<file path="config.mk">
export PLATFORM = sky130hd
export DESIGN_NAME = nibble_sequencer
export DESIGN_NICKNAME = d
export VERILOG_FILES = /design/src/rtl/nibble_sequencer.sv
export SDC_FILE = /design/constraint.sdc
export NUM_CORES = 1
export LEC_CHECK = 0
export ABC_CLOCK_PERIOD_IN_PS = 1700
export BUFFER_PORTS_ARGS = -buffer_cell sky130_fd_sc_hd__clkbuf_2
export CAP_MARGIN = 20
export CORE_MARGIN = 5
export CORE_UTILIZATION = 48
export CTS_CLUSTER_DIAMETER = 200
export CTS_CLUSTER_SIZE = 10
export DETAILED_ROUTE_END_ITERATION = 16
export PLACE_DENSITY = 0.78
export REMOVE_ABC_BUFFERS = 1
export SETUP_SLACK_MARGIN = 0.05
export SLEW_MARGIN = 15
export SYNTH_ARGS = -nofsm -noshare
export SYNTH_HDL_FRONTEND = slang
export SYNTH_SLANG_ARGS = --single-unit
export TNS_END_PERCENT = 1
</file>
<file path="constraint.sdc">
create_clock -name clk -period 1.7 [get_ports clk]
set_clock_uncertainty 0.2 [all_clocks]
set_input_delay 0.17 -clock clk [delete_from_list [all_inputs] [get_ports clk]]
set_output_delay 0.17 -clock clk [all_outputs]
set_load 0.005 [all_outputs]
</file>
<file path="src/rtl/nibble_sequencer.sv">
// nibble_sequencer: FETCH/EXEC/HALT control unit for the 4-bit processor.
// Latches an 8-bit instruction from ROM, then issues one-cycle strobes to the
// PC, accumulator, ALU and output port. It also keeps the carry/zero flags
// that the conditional jumps test.
// Optional feature macro: NIBBLE_SEQ_STEP_EN adds a `step` input that gates
// each fetch. With the macro defined, fetches happen only when step is high.
module nibble_sequencer #(
  parameter int FETCH_WAIT = 0
) (
  input  logic       clk,
  input  logic       reset,
`ifdef NIBBLE_SEQ_STEP_EN
  input  logic       step,
`endif
  input  logic [7:0] instr,
  input  logic       alu_carry,
  input  logic       alu_zero,
  output logic       pc_en,
  output logic       pc_load,
  output logic       acc_en,
  output logic [2:0] alu_sel,
  output logic [1:0] bus_src,
  output logic       out_en,
  output logic [3:0] operand,
  output logic       flag_c,
  output logic       flag_z,
  output logic       halted
);

  typedef enum logic [1:0] {
    FETCH = 2'd0,
    EXEC  = 2'd1,
    HALT  = 2'd2
  } state_t;

  localparam logic [1:0] WAIT_LAST = 2'(FETCH_WAIT);

  state_t     state;
  state_t     state_nxt;
  logic [7:0] ir;
  logic [1:0] cnt;
  logic [3:0] opcode;
  logic       step_ok;
  logic       fetch_go;

`ifdef NIBBLE_SEQ_STEP_EN
  assign step_ok = step;
`else
  assign step_ok = 1'b1;
`endif

  assign opcode   = ir[7:4];
  assign operand  = ir[3:0];
  assign halted   = (state == HALT);
  assign fetch_go = (state == FETCH) && (cnt == WAIT_LAST) && step_ok;

  // Next-state and strobe decode. The strobes come from registered state and
  // IR, and reset forces them low.
  always_comb begin
    state_nxt = state;
    pc_en     = 1'b0;
    pc_load   = 1'b0;
    acc_en    = 1'b0;
    alu_sel   = 3'b000;
    bus_src   = 2'b00;
    out_en    = 1'b0;
    case (state)
      FETCH: begin
        if (fetch_go) begin
          pc_en     = 1'b1;
          state_nxt = EXEC;
        end
      end
      EXEC: begin
        state_nxt = FETCH;
        case (opcode)
          4'h1: acc_en = 1'b1;
          4'h2: begin acc_en = 1'b1; bus_src = 2'b01; alu_sel = 3'b001; end
          4'h3: begin acc_en = 1'b1; bus_src = 2'b01; alu_sel = 3'b010; end
          4'h4: begin acc_en = 1'b1; bus_src = 2'b01; alu_sel = 3'b011; end
          4'h5: begin acc_en = 1'b1; bus_src = 2'b01; alu_sel = 3'b100; end
          4'h6: alu_sel = 3'b010;
          4'h7: out_en = 1'b1;
          4'h8: begin acc_en = 1'b1; bus_src = 2'b10; end
          4'h9: pc_load = 1'b1;
          4'hA: pc_load = flag_c;
          4'hB: pc_load = flag_z;
          4'hC: pc_load = ~flag_c;
          4'hD: pc_load = ~flag_z;
          4'hF: state_nxt = HALT;
          default: ;
        endcase
      end
      HALT: state_nxt = HALT;
      default: state_nxt = FETCH;
    endcase
    if (reset) begin
      pc_en   = 1'b0;
      pc_load = 1'b0;
      acc_en  = 1'b0;
      alu_sel = 3'b000;
      bus_src = 2'b00;
      out_en  = 1'b0;
    end
  end

  // State, IR, wait counter and flag registers.
  always_ff @(posedge clk) begin
    if (reset) begin
      state  <= FETCH;
      ir     <= 8'h00;
      cnt    <= 2'd0;
      flag_c <= 1'b0;
      flag_z <= 1'b0;
    end else begin
      state <= state_nxt;
      if (state == FETCH) begin
        if (fetch_go) begin
          ir  <= instr;
          cnt <= 2'd0;
        end else if (cnt != WAIT_LAST) begin
          cnt <= cnt + 2'd1;
        end
      end
      if (state == EXEC) begin
        case (opcode)
          4'h2, 4'h3, 4'h6: begin
            flag_z <= alu_zero;
            flag_c <= alu_carry;
          end
          4'h4, 4'h5: begin
            flag_z <= alu_zero;
            flag_c <= 1'b0;
          end
          default: ;
        endcase
      end
    end
  end

endmodule

</file>
Word-level counts from Yosys, hierarchy flattened
Index checks and enable logic that the tools add are counted.
{ "word_totals": {"word_cells": 65, "in_bits": 12, "ff_bits": 14} }
{ "classes": {"reduce_logical": 16, "n_mux": 24, "bitwise": 2, "add_sub_neg": 1, "n_eq_ne": 17} }
{ "ops": {"columns": ["op", "n"], "rows": [
  ["4-bit equality test (second input constant)", 7],
  ["4-bit by 3-bit equality test with 1-bit output (second input constant)", 4],
  ["2-bit 2-to-1 mux", 6],
  ["3-bit case mux with 4 select lines", 1],
  ["1-bit 2-to-1 mux", 11],
  ["4-bit by 2-bit equality test with 1-bit output (second input constant)", 2],
  ["2-bit AND reduction", 4],
  ["3-bit 2-to-1 mux", 2],
  ["2-bit case mux with 3 select lines", 1],
  ["2-bit nonzero test", 3],
  ["6-bit OR reduction", 1],
  ["1-bit case mux with 5 select lines", 1],
  ["5-bit OR reduction", 1],
  ["4-bit by 1-bit equality test with 1-bit output (second input constant)", 1],
  ["2-bit logical NOT", 2],
  ["2-bit case mux with 2 select lines", 1],
  ["2-bit OR reduction", 2],
  ["4-bit OR reduction", 1],
  ["3-bit OR reduction", 1],
  ["2-bit by 1-bit adder with 2-bit output (second input constant)", 1],
  ["2-bit by 1-bit equality test with 1-bit output (second input constant)", 1],
  ["2-bit equality test (second input constant)", 1],
  ["2-bit != test (second input constant)", 1],
  ["1-bit inverter", 2],
  ["2 further kinds", 2]
]} }

Depth between registers and ports, before layout
{ "logic_depth": {"ltp_word": 5, "mapped_depth": 6, "mapped_depth_nobuf": 5} }

Worst setup path after synthesis
No wires, ideal clock.
{ "synth_timing": {"kind": "register to output", "start": "register cnt[0]", "end": "output port pc_en", "path_stages_with_launch": 6, "path_buffers": 1, "t_arrival_ns": 1.030, "required_time_ns": 1.330, "path_slack_ns": 0.300, "cell_sequence": "dfxtp_1 -> inv_1 -> ha_1 -> nor3b_2 -> buf_4 -> and2_1"} }
{ "synth_via": {"elab_chain_cells": 5} }
{ "synth_rtl": {"columns": ["element", "line", "text"], "rows": [
  ["from (decl)", "41", "logic [1:0] cnt;"],
  ["from (signal assigned)", "122", "cnt <= cnt + 2'd1;"],
  ["2-bit logical NOT", "55", "assign fetch_go = (state == FETCH) && (cnt == WAIT_LAST) && step_ok;"],
  ["1-bit logical AND", "55", null],
  ["1-bit 2-to-1 mux", "69", "if (fetch_go) begin"],
  ["1-bit 2-to-1 mux", "67", "case (state)"],
  ["1-bit 2-to-1 mux", "97", "if (reset) begin"],
  ["to (decl)", "18", "output logic pc_en,"]
]} }
No other way between the ends.

Worst setup path after layout
{ "layout_timing": {"start": "register state[0]", "end": "output port out_en"} }
{ "layout_via": {"elab_chain_cells": 3} }
{ "layout_rtl": {"columns": ["element", "line", "text"], "rows": [
  ["from (decl)", "38", "state_t state;"],
  ["from (signal assigned)", "116", "state <= state_nxt;"],
  ["2-bit by 1-bit equality test with 1-bit output", "67", null],
  ["1-bit 2-to-1 mux", "67", null],
  ["1-bit 2-to-1 mux", "97", null],
  ["to (decl)", "23", "output logic out_en,"]
]} }
No other way between the ends.

==> results.cfg <==
[cts]
cts.sinks = 14
path_clk_slew_ns = 0.09
cts-root-buf = clkbuf_4
numCtsBuffers = 3
cts_tree = done
clock_latency_ns = 0.28
cts_max_level = 1
clockBufferDepth = 2

[detailed_routing]
routed_wl_um = 2030
ant_nets = 0
num_vias = 778
first_pass_iters = 4
wl_per_cell_um = 13.6
drc = 0
routed_via_density = 5.22
dr.first_iter.drc_count = 16

[power_and_ir_drop]
power_density_nw_per_um2 = 670
p_leak_nw = 0.538
max-vdd-ir-drop_v = 0.000778

[yosys]
synth_seq_cells = 14
synth_cell_types = 30
syn-mean-instance-area_um2 = 8.95
synthArstFlopShare = 0
synth-main-ff-cell = dfxtp_1
synth-seq-area-share = 0.344
synthCells = 91
synthesis.area_um2 = 815
synth_edf_count = 0
yosysWarningCount = 0

[setup_path]
required_ns = 1.33
crit_fanout = 5
criticalPathCategory = register to output port
cp_cell_sequence = nor3b_4 > buf_6 > nand2b_4 > nor2b_1 > clkbuf_2
arrival_ns = 1.37
r2r_start = cnt[0]
cp-end-kind = output port
cpMaxStageDelayCell = dfxtp_4
ff2ff_setup_slack_ns = 0.18
timing.rr.end = ir[6]
cpPeakStageDelay_ns = 0.36
reg2reg_depth = 6
start_kind = register

[sta]
hold_violations = 0
relSlewSlack = 0.817
tightest_slew_ns = 0.273
period_share = 1.03
period_minus_slack_ns = 1.74
drv_slew = 0
finalSetupViolCount = 4
layout_setup_ws_ns = -0.0450
fmax_mhz = 573
rsz0062_at_grt = true

[finish]
nets = 147
fillCellCount = 106
regArea_um2 = 300
multi_input_area_um2 = 480
synthToLayoutAreaGrowth_pct = 43.2
final_cell_mix = clkbuf_2 (24), nor2_1 (14), mux2i_1 (11), dlygate4sd3_1 (10), buf_4 (9)
finish.utilization = 0.748
drive_gt1_frac = 0.436
layout_commonest_cell = clkbuf_2
antenna_cells = 0
final_cells = 149

[global_route]
first_global_vias = 700
grt_use_met3 = 0.0407
grt_overflow = 0
grt_first_pass_wirelength_um = 3200
met2_usage = 0.288
antenna_found_initial = 0
top_usage_layer = met2
track_usage = 0.160
grt_use_met1 = 0.189
grt_max_degree = 13

[floorplanning]
dieArea_um2 = 2620
die_h_um = 51.2
io_pins = 28
fp.coreArea_um2 = 1560
start_util = 0.522
num_rows = 14
fp.dieW_um = 51.2

[place]
dpl.hpwl_um = 1190
gp_congestion = 0.737
numPortBuffers = 27
dp.cells = 128

[flow_run]
cap_viol_max_count = 0

[min_path]
hp-class = input pin to register
whs_endpoint = ir[4]
hold_path_depth = 3
worstHoldStart = reset

[run_status]
violations = negative setup slack
status = finished with violations
## final cells by class
cell class / instances / area share
well taps: 16 / 0.0172
clock buffers: 4 / 0.0311
flip-flops and latches: 14 / 0.258
inverters: 4 / 0.0129
multi-input cells: 64 / 0.412
repair buffers: 47 / 0.269
## cell usage after synthesis, types with 2 or more instances
cell type,number,share of area
nor3b_2,2,0.031
o211ai_1,2,0.018
a21oi_1,4,0.025
inv_1,4,0.018
dfxtp_1,14,0.34
nand2_1,7,0.032
buf_4,7,0.065
nor2_1,14,0.065
mux2i_1,11,0.14
nand3b_1,2,0.018
o21ai_0,2,0.012
and2_1,2,0.015
nand2b_1,2,0.015
nor3_2,2,0.025
## logic make-up (layout without fill, tap and decap cells)
| kind of cell | after synthesis | in the layout | share of synthesized area |
|---|---|---|---|
| DFF | 14 | 14 | 0.344 |
| buffers and inverters | 13 | 55 | 0.101 |
| and+or+nand+nor | 40 | 40 | 0.307 |
| xor gates and xnor gates | 1 | 1 | 0.0108 |
| adders and majority gates | 1 | 1 | 0.0154 |
| muxes | 11 | 11 | 0.135 |
| AOI/OAI and AO/OA | 11 | 11 | 0.0860 |
## metrics by stage
step	setup TNS, ns	hold WS [ns]	cell area (µm²)	setup slack (ns)	power (W)
3_3_place_gp	0	0.202	925	0.125	0.000499
4_1_cts	-0.0454	0.0949	1150	-0.0358	0.000776
3_5_place_dp	0	0.212	925	0.0943	0.000503
5_1_grt	-0.513	0.102	1170	-0.104	0.000823
6_report	-0.0898	0.0997	1170	-0.0450	0.000782
2_1_floorplan	0	0.0391	747	0.0369	0.000449
## layer usage
layer,vias up,routed length [µm]
met4,0,0
met1,358,860
met2,31,1050
met5,-,0
met3,0,116
li1,389,-
## worst max-delay path by stage
| stage | endpoint | cells past startpoint | startpoint |
|---|---|---|---|
| after floorplan | ir[0] | 5 | cnt[0] |
| after global placement | pc_load | 4 | ir[6] |
| after detailed placement | pc_load | 4 | ir[6] |
| after CTS | acc_en | 4 | ir[4] |
| after global routing | out_en | 5 | state[0] |
| final | out_en | 5 | state[0] |
## power breakdown
| part | total [W] | switching [W] | internal, W |
|---|---|---|---|
| combinational | 0.000179 | 0.0000812 | 0.0000981 |
| sequential | 0.000360 | 0.0000174 | 0.000343 |
| clock | 0.000242 | 0.000112 | 0.000130 |
| total | 0.000782 | 0.000211 | 0.000571 |
## critical path: cells and delay by family, from the launching register on
| family | cells | cell delay, ns |
|---|---|---|
| flops | 1 | 0.36 |
| buf+inv | 2 | 0.30 |
| simple gates | 3 | 0.44 |
## timing repair
action | in CTS | in global routing
setup buffers | 6 | 1
gates resized for setup | 15 | 5
hold buffers | 10 | 0
setup endpoints to repair | 9 | 10
pin swaps | 4 | 2
hold endpoints to repair | 10 | 0
gates cloned | 0 | 0
## state kept, by name, summed over array words and instances (netlist names)
name / cells
cnt: 2
flag_c: 1
flag_z: 1
ir: 8
state: 2
Power figures use the tool's default switching activity.
